[config.mk]
export PLATFORM = sky130hd
export DESIGN_NAME = dlsc_axi_router_command_flat
export DESIGN_NICKNAME = d
export VERILOG_FILES = /design/src/rtl/dlsc_axi_router_command_pkg.sv /design/src/rtl/dlsc_axi_router_command_if.sv /design/src/rtl/dlsc_axi_router_rr_arbiter.sv /design/src/rtl/dlsc_axi_router_command.sv /design/src/flat_wrapper.sv
export SDC_FILE = /design/constraint.sdc
export NUM_CORES = 1
export LEC_CHECK = 0
export CORE_MARGIN = 10
export CORE_UTILIZATION = 35
export DETAILED_ROUTE_END_ITERATION = 8
export DONT_BUFFER_PORTS = 1
export PLACE_DENSITY = 0.46
export SETUP_SLACK_MARGIN = 0.3
export SLEW_MARGIN = 20
export SYNTH_ARGS = -nofsm -noshare
export SYNTH_HDL_FRONTEND = slang
export SYNTH_SLANG_ARGS = --single-unit
export TNS_END_PERCENT = 1
[constraint.sdc]
create_clock -name clk -period 1.3 [get_ports clk]
set_input_delay 0.26 -clock clk [delete_from_list [all_inputs] [get_ports clk]]
set_output_delay 0.26 -clock clk [all_outputs]
set_load 0.03 [all_outputs]
[src/rtl/dlsc_axi_router_command_pkg.sv]
// Shared definitions for the AXI router address-path front end: FSM encoding,
// index-width helper and sink region decode helpers.
package dlsc_axi_router_command_pkg;

    // Widest address and widest packed region vector the helpers handle.
    localparam int unsigned MaxAddr   = 64;
    localparam int unsigned MaxPacked = 1024;

    typedef enum logic [0:0] {
        StIdle  = 1'b0,
        StIssue = 1'b1
    } cmd_state_e;

    // Bits needed to index n items, never less than 1.
    function automatic int unsigned log2_min1(input int unsigned n);
        int unsigned b;
        b = 1;
        while ((32'd1 << b) < n) b++;
        return b;
    endfunction

    // Extract word k of width w from a packed region vector (word k at [k*w +: w]).
    function automatic logic [MaxAddr-1:0] region_slice(input logic [MaxPacked-1:0] vec,
                                                        input int unsigned k,
                                                        input int unsigned w);
        logic [MaxPacked-1:0] s;
        logic [MaxAddr-1:0]   m;
        s = vec >> (k * w);
        m = {MaxAddr{1'b1}} >> (MaxAddr - w);
        return s[MaxAddr-1:0] & m;
    endfunction

    // Masked compare of an address against one region.
    function automatic logic region_hit(input logic [MaxAddr-1:0] addr,
                                        input logic [MaxAddr-1:0] base,
                                        input logic [MaxAddr-1:0] mask);
        return (addr & mask) == (base & mask);
    endfunction

endpackage

[src/rtl/dlsc_axi_router_command_if.sv]
// Address-channel bundle between masters, sinks and the data-channel command port.
interface dlsc_axi_router_command_if #(
    parameter int unsigned ADDR     = 32,
    parameter int unsigned LEN      = 8,
    parameter int unsigned SOURCES  = 1,
    parameter int unsigned SOURCESB = 1,
    parameter int unsigned SINKS    = 1,
    parameter int unsigned SINKSB   = 1
);
    logic [SOURCES-1:0]      source_ready;
    logic [SOURCES-1:0]      source_valid;
    logic [SOURCES*ADDR-1:0] source_addr;
    logic [SOURCES*LEN-1:0]  source_len;
    logic [SINKS-1:0]        sink_ready;
    logic [SINKS-1:0]        sink_valid;
    logic [ADDR-1:0]         sink_addr;
    logic [LEN-1:0]          sink_len;
    logic [SOURCESB-1:0]     sink_source;
    logic                    cmd_full;
    logic                    cmd_push;
    logic [SOURCESB-1:0]     cmd_source;
    logic [SINKSB-1:0]       cmd_sink;

    // Router side.
    modport master (
        output source_ready,
        input  source_valid, source_addr, source_len,
        input  sink_ready,
        output sink_valid, sink_addr, sink_len, sink_source,
        input  cmd_full,
        output cmd_push, cmd_source, cmd_sink
    );

    // Environment side (masters, sinks, data channel).
    modport slave (
        input  source_ready,
        output source_valid, source_addr, source_len,
        output sink_ready,
        input  sink_valid, sink_addr, sink_len, sink_source,
        output cmd_full,
        input  cmd_push, cmd_source, cmd_sink
    );
endinterface

[src/rtl/dlsc_axi_router_rr_arbiter.sv]
// Round-robin arbiter: grants the first requester above the last winner, with wrap.
module dlsc_axi_router_rr_arbiter #(
    parameter int unsigned N  = 1,
    parameter int unsigned NB = 1
) (
    input  logic          clk,
    input  logic          rst_n,
    input  logic [N-1:0]  req,
    input  logic          update,
    output logic [N-1:0]  grant,
    output logic [NB-1:0] grant_idx
);

    logic [NB-1:0] ptr_q;

    // Search offsets 1..N from the pointer; first requesting slot wins.
    always_comb begin
        logic found;
        grant     = '0;
        grant_idx = '0;
        found     = 1'b0;
        for (int unsigned i = 1; i <= N; i++) begin
            for (int unsigned j = 0; j < N; j++) begin
                if (!found && req[j] && (j == (32'(ptr_q) + i) % N)) begin
                    found     = 1'b1;
                    grant[j]  = 1'b1;
                    grant_idx = j[NB-1:0];
                end
            end
        end
    end

    // Pointer tracks the last winner; reset value makes slot 0 win first.
    always_ff @(posedge clk or negedge rst_n) begin
        if (!rst_n) begin
            ptr_q <= NB'(N - 1);
        end else if (update) begin
            ptr_q <= grant_idx;
        end
    end

endmodule

[src/rtl/dlsc_axi_router_command.sv]
// AXI router address-path front end: arbitrates masters, decodes the sink,
// forwards the address beat and pushes the matching data-channel command.
module dlsc_axi_router_command
    import dlsc_axi_router_command_pkg::*;
#(
    parameter int unsigned           ADDR         = 32,
    parameter int unsigned           LEN          = 8,
    parameter int unsigned           SOURCES      = 1,
    parameter int unsigned           SOURCESB     = log2_min1(SOURCES),
    parameter int unsigned           SINKS        = 1,
    parameter int unsigned           SINKSB       = log2_min1(SINKS),
    parameter logic [SINKS*ADDR-1:0] SINK_BASE    = '0,
    parameter logic [SINKS*ADDR-1:0] SINK_MASK    = '0,
    parameter int unsigned           DEFAULT_SINK = 0
) (
    input logic                       clk,
    input logic                       rst_n,
    dlsc_axi_router_command_if.master bus
);

    cmd_state_e          state_q;
    logic [ADDR-1:0]     addr_q;
    logic [LEN-1:0]      len_q;
    logic [SOURCESB-1:0] src_q;
    logic [SINKSB-1:0]   sink_q;

    logic [SOURCES-1:0]  grant;
    logic [SOURCESB-1:0] grant_idx;
    logic                grant_en;
    logic [ADDR-1:0]     grant_addr;
    logic [LEN-1:0]      grant_len;
    logic [SINKSB-1:0]   dec_sink;
    logic                issue_ok;

    // rst_n gates the grant so a beat is never accepted while state is held in reset.
    assign grant_en = rst_n && (state_q == StIdle) && (|bus.source_valid);

    dlsc_axi_router_rr_arbiter #(
        .N  (SOURCES),
        .NB (SOURCESB)
    ) u_arb (
        .clk       (clk),
        .rst_n     (rst_n),
        .req       (bus.source_valid),
        .update    (grant_en),
        .grant     (grant),
        .grant_idx (grant_idx)
    );

    assign bus.source_ready = grant_en ? grant : '0;

    // Select the winning master's address and length.
    always_comb begin
        grant_addr = '0;
        grant_len  = '0;
        for (int unsigned i = 0; i < SOURCES; i++) begin
            if (grant[i]) begin
                grant_addr = bus.source_addr[i*ADDR +: ADDR];
                grant_len  = bus.source_len[i*LEN +: LEN];
            end
        end
    end

    // Region decode: lowest matching sink wins, otherwise the default sink.
    always_comb begin
        logic found;
        found    = 1'b0;
        dec_sink = SINKSB'(DEFAULT_SINK);
        for (int unsigned k = 0; k < SINKS; k++) begin
            if (!found && region_hit(MaxAddr'(grant_addr),
                                     region_slice(MaxPacked'(SINK_BASE), k, ADDR),
                                     region_slice(MaxPacked'(SINK_MASK), k, ADDR))) begin
                found    = 1'b1;
                dec_sink = SINKSB'(k);
            end
        end
    end

    // Valid is withheld while the command queue is full so push and beat stay paired.
    assign issue_ok = (state_q == StIssue) && !bus.cmd_full;

    // One-hot valid toward the selected sink.
    always_comb begin
        bus.sink_valid = '0;
        for (int unsigned k = 0; k < SINKS; k++) begin
            bus.sink_valid[k] = issue_ok && (32'(sink_q) == k);
        end
    end

    assign bus.cmd_push    = |(bus.sink_valid & bus.sink_ready);
    assign bus.sink_addr   = addr_q;
    assign bus.sink_len    = len_q;
    assign bus.sink_source = src_q;
    assign bus.cmd_source  = src_q;
    assign bus.cmd_sink    = sink_q;

    // Transaction FSM: capture on grant, release on the sink handshake.
    always_ff @(posedge clk or negedge rst_n) begin
        if (!rst_n) begin
            state_q <= StIdle;
            addr_q  <= '0;
            len_q   <= '0;
            src_q   <= '0;
            sink_q  <= '0;
        end else begin
            unique case (state_q)
                StIdle: begin
                    if (grant_en) begin
                        addr_q  <= grant_addr;
                        len_q   <= grant_len;
                        src_q   <= grant_idx;
                        sink_q  <= dec_sink;
                        state_q <= StIssue;
                    end
                end
                StIssue: begin
                    if (bus.cmd_push) state_q <= StIdle;
                end
            endcase
        end
    end

endmodule
[src/flat_wrapper.sv]
// flat-port wrapper written by rule: the top's interface ports become plain ports
module dlsc_axi_router_command_flat import dlsc_axi_router_command_pkg::*;
#(
    parameter int unsigned           ADDR         = 32,
    parameter int unsigned           LEN          = 8,
    parameter int unsigned           SOURCES      = 1,
    parameter int unsigned           SOURCESB     = log2_min1(SOURCES),
    parameter int unsigned           SINKS        = 1,
    parameter int unsigned           SINKSB       = log2_min1(SINKS),
    parameter logic [SINKS*ADDR-1:0] SINK_BASE    = '0,
    parameter logic [SINKS*ADDR-1:0] SINK_MASK    = '0,
    parameter int unsigned           DEFAULT_SINK = 0
)
  (clk, rst_n, bus_source_ready, bus_source_valid, bus_source_addr, bus_source_len, bus_sink_ready, bus_sink_valid, bus_sink_addr, bus_sink_len, bus_sink_source, bus_cmd_full, bus_cmd_push, bus_cmd_source, bus_cmd_sink);
  dlsc_axi_router_command_if #(.ADDR(ADDR), .LEN(LEN), .SOURCES(SOURCES), .SOURCESB(SOURCESB), .SINKS(SINKS), .SINKSB(SINKSB)) bus_i ();
  input logic clk;
  input logic rst_n;
  output wire logic [$bits(bus_i.source_ready)-1:0] bus_source_ready;
  input wire logic [$bits(bus_i.source_valid)-1:0] bus_source_valid;
  input wire logic [$bits(bus_i.source_addr)-1:0] bus_source_addr;
  input wire logic [$bits(bus_i.source_len)-1:0] bus_source_len;
  input wire logic [$bits(bus_i.sink_ready)-1:0] bus_sink_ready;
  output wire logic [$bits(bus_i.sink_valid)-1:0] bus_sink_valid;
  output wire logic [$bits(bus_i.sink_addr)-1:0] bus_sink_addr;
  output wire logic [$bits(bus_i.sink_len)-1:0] bus_sink_len;
  output wire logic [$bits(bus_i.sink_source)-1:0] bus_sink_source;
  input wire logic [$bits(bus_i.cmd_full)-1:0] bus_cmd_full;
  output wire logic [$bits(bus_i.cmd_push)-1:0] bus_cmd_push;
  output wire logic [$bits(bus_i.cmd_source)-1:0] bus_cmd_source;
  output wire logic [$bits(bus_i.cmd_sink)-1:0] bus_cmd_sink;
  assign bus_source_ready = bus_i.source_ready;
  assign bus_i.source_valid = bus_source_valid;
  assign bus_i.source_addr = bus_source_addr;
  assign bus_i.source_len = bus_source_len;
  assign bus_i.sink_ready = bus_sink_ready;
  assign bus_sink_valid = bus_i.sink_valid;
  assign bus_sink_addr = bus_i.sink_addr;
  assign bus_sink_len = bus_i.sink_len;
  assign bus_sink_source = bus_i.sink_source;
  assign bus_i.cmd_full = bus_cmd_full;
  assign bus_cmd_push = bus_i.cmd_push;
  assign bus_cmd_source = bus_i.cmd_source;
  assign bus_cmd_sink = bus_i.cmd_sink;
  dlsc_axi_router_command #(.ADDR(ADDR), .LEN(LEN), .SOURCES(SOURCES), .SOURCESB(SOURCESB), .SINKS(SINKS), .SINKSB(SINKSB), .SINK_BASE(SINK_BASE), .SINK_MASK(SINK_MASK), .DEFAULT_SINK(DEFAULT_SINK)) u_core (.clk(clk), .rst_n(rst_n), .bus(bus_i));
endmodule
# After elaboration in Yosys (flattened, before gate mapping)
# Index checks and enable logic that the tools add are counted.
# totals
input_bits,45
out_inout_bits,46
elab_cells,17
register_bits,41
# op_classes
n_mux,7
n_bitwise,2
n_reduce_logical,5
# op_table
op,count
2-to-1 mux 32 bit,1
2-to-1 mux 8 bit,1
2-to-1 mux 1 bit,4
logical AND 1 bit,3
one-hot mux 1 bit (2 select lines),1
AND reduction 2 bit,1
bitwise AND 1 bit,1
zero test 1 bit,1
inverter 1 bit,1

# Longest topological paths before layout
# logic_depth
ltp_word,5
mapped_depth,3
ltp_nobuf,2

# Hierarchy
# From an unflattened synthesis, not the netlist that was laid out.
# unflattened
cells_unflattened,185
hier_area_um2,1944.4
# modules_own_cells
mod,cells_per_inst,n_inst,area_each_um2,seq_area_each_um2
dlsc_axi_router_command,182,1,1925.6,1051.0
dlsc_axi_router_rr_arbiter,3,1,18.8,0.0

# Worst setup path before layout
# OpenSTA, ideal clock, no wires.
# synth_timing
path_kind,reg-to-output
start,reg u_core.state_q
end,out bus_source_ready
arrival_time_ps,931
path_slack_ps,109
t_required_ps,1040
n_path_buf,1
path_stages_with_launch,4
path_cell_list,dfrtp_1 -> nand3b_4 -> buf_6 -> inv_1
# synth_via
elab_chain_len,4
# synth_lines
item,line,source
from (decl),dlsc_axi_router_command.sv:21,cmd_state_e state_q;
from (signal assigned),dlsc_axi_router_command.sv:100,state_q <= StIdle;
from (signal assigned),dlsc_axi_router_command.sv:113,state_q <= StIssue;
from (signal assigned),dlsc_axi_router_command.sv:117,if (bus.cmd_push) state_q <= StIdle;
inverter 1 bit,n/a,
logical AND 1 bit (2 in a row),dlsc_axi_router_command.sv:36,assign grant_en = rst_n && (state_q == StIdle) && (|bus.source_valid);
2-to-1 mux 1 bit,dlsc_axi_router_command.sv:50,assign bus.source_ready = grant_en ? grant : '0;
to (decl),flat_wrapper.sv:18,output wire logic [$bits(bus_i.source_ready)-1:0] bus_source_ready;
# Every way passes these cells.

# Final worst setup path
# layout_timing
start,reg u_core.state_q
end,"reg u_core.addr_q[8], in the netlist u_core.bus.sink_addr[8]"
# layout_via
elab_chain_len,4
# layout_lines
item,line,source
inverter 1 bit *,n/a,
logical AND 1 bit (2 in a row),dlsc_axi_router_command.sv:36,
AND reduction 2 bit (no line) *,n/a,
to (signal assigned),dlsc_axi_router_command.sv:109,addr_q <= grant_addr;
to (decl),dlsc_axi_router_command.sv:22,logic [ADDR-1:0] addr_q;
# Every way passes the cells marked *; elsewhere a longest branch is shown, timed or not.
# A chain may end at the register's enable or synchronous reset.

==> results.toml <==
[critical_path]
cp_data_arrival_time_ps = 1570
reg2regPathDepth = 4
end_kind = "flop"
path_cells = "nand3b_4 > buf_4 > bufbuf_16 > mux2_4"
required_ps = 1470
cpPeakStageDelay_ps = 380
r2r-end = "u_core.bus.sink_addr[8]"
critPathKind = "flop to flop"
cp-start-kind = "flop"
r2r-start = "u_core.state_q"
r2r_setup_slack_ps = -100
cp_slowest_cell = "dfrtp_1"
critPathMaxFanout = 10

[global_routing]
grt_max_degree = 44
grt.total_usage = 0.0964
antenna_found_initial = 0
grt-ovfl-total = 0
grt_pass1_vias = 926
grt_pass1_wl_um = 6010

[synthesis]
syn_area_um2 = 1740
ys_seq_area_frac = 0.589
avgSynthCellArea_um2 = 18.3
syn_inst = 95
synth_cell_types = 12
ys.warnings.count = 0
yosys_register_bits = 41

[clock_network]
clk_path_buf_depth = 2
clkTransAtPathRegs_ps = 70
clock-sinks = 41
htreeDepth = 2
cts_made_buffers = 5
cts_root_buf = "clkbuf_8"
clk_latency_ps = 280
tritoncts = "yes"

[run_status]
violations = "negative hold slack, negative setup slack"
status = "finished, violations left"

[timing]
fmax_ghz = 0.716
finalMaxSlewViolations = 0
hold_viol = 41
rsz0062_at_grt = "true"
min_period_over_period = 1.08
fin_skew_ps = 5.27
fin_ws_ps = -97.5
period_minus_slack_ps = 1400
finalSetupViolations = 23
whs_ps = -332

[die]
io-pin-count = 91
die_area_um2 = 8200
initial_core_util = 0.364
fp.dieH_um = 90.5
dieWidth_um = 90.5
fp-row-count = 25
core_um2 = 4790

[power_and_ir_drop]
powerDensity_nw_per_um2 = 2360
total_power_mw = 4.66
p_leak_nw = 0.997
ir_drop_mv = 0.906

[drt]
drtIter0Drc = 10
vias = 762
wl_per_cell_um = 22.9
drtAntennaViolNets = 0
drc = 0
viasPerCell = 4.43
drt_wl_total_um = 3930
drtPass1Iterations = 2

[finish]
fillers = 439
diodes = 0
seq_area_um2 = 1030
area_growth_pct = 13.4
finalNetCount = 150
multi_input_area_um2 = 653
post-route-util = 0.413
layout-drive-gt1-share = 0.581
fin_cells = 172

[place]
place_inst = 162
numPortBuffers = 0
place.gp.congestion = 0.643

[flow_run]
maxCapViolations = 0

[hold_path]
hold_class = "input pin to asynchronous set/reset pin"
[cell usage after synthesis (all sizes together)]
master	number	share of area
nand3b	1	0.011
dfrtp	41	0.59
inv	1	0.0022
and3b	1	0.0050
buf	7	0.039
mux2	40	0.34
a21oi	1	0.0029
conb	1	0.0022
nor2	1	0.0022
nor2b	1	0.0036
[layout by cell type, fill, tap and decap left out, types with 2 or more instances in the layout]
cell	instances
buf_12	2
mux2_4	39
conb_1	3
dfrtp_1	37
clkbuf_8	6
buf_4	4
dfrtp_2	4
[state kept, by name, indices dropped and copies added (netlist names)]
register              flops
u_core.state_q            1
u_core.bus.sink_len       8
u_core.bus.sink_addr     32
[power by group]
part / total, mW / switching, mW / internal, mW
Clock: 0.810 / 0.389 / 0.421
Sequential: 3.00 / 1.27 / 1.72
Combinational: 0.858 / 0.208 / 0.650
Total: 4.66 / 1.87 / 2.79
[worst max path at each step]
stage          cells past startpoint  slack (ps)      startpoint                  endpoint
2_1_floorplan                      3         160  u_core.state_q  u_core.bus.sink_addr[17]
3_3_place_gp                       4         100  u_core.state_q          bus_source_ready
3_5_place_dp                       4          80  u_core.state_q          bus_source_ready
4_1_cts                            4        -110  u_core.state_q          bus_source_ready
5_1_grt                            4        -160  u_core.state_q          bus_source_ready
6_report                           4        -100  u_core.state_q   u_core.bus.sink_addr[8]
[metrics by stage]
stage / setup TNS (ps) / setup slack, ps / area (um2) / hold slack, ps
after floorplan: 0 / 157 / 1750 / -35.6
after global placement: 0 / 98.2 / 1830 / -34.0
after detailed placement: 0 / 82.0 / 1830 / -33.9
after CTS: -1180 / -109 / 1970 / -348
after global routing: -2950 / -163 / 1980 / -367
final: -1190 / -97.5 / 1980 / -332
[worst max-delay path: cells and delay by family (launching register included)]
kind / cells / cell delay [ps]
flip-flops: 1 / 380
multiplexers: 1 / 290
buffers and inverters: 2 / 440
AND/OR/NAND/NOR: 1 / 170
[per-layer routing]
layer / global-route usage / vias up / routed length, um
met5: 0 / - / 0
met4: 0.0358 / 0 / 21
met3: 0.0682 / 2 / 490
met2: 0.148 / 50 / 1950
met1: 0.100 / 374 / 1470
li1: - / 336 / -
[cells by family after synthesis]
family,synth area share
buffers and inverters,0.0409
other,0.00215
flip-flops,0.589
multiplexers,0.343
AND/OR/NAND/NOR,0.0223
AO/OA/AOI/OAI,0.00287
[area by class of cell]
cell class,count,share of cell area
clock buffer,7,0.0437
inverter,1,0.00380
multi-input combinational,48,0.331
sequential,41,0.522
tap,67,0.0424
timing repair buffer,8,0.0576
[repair_timing]
| action | in CTS | in global routing |
|---|---|---|
| pin swaps | 1 | 1 |
| setup endpoints to repair | 84 | 84 |
| cloned | 1 | 0 |
| gates resized for setup | 5 | 1 |
| setup buffers | 2 | 0 |
| endpoints found under the hold margin | 41 | 41 |
Power figures use the tool's default switching activity.
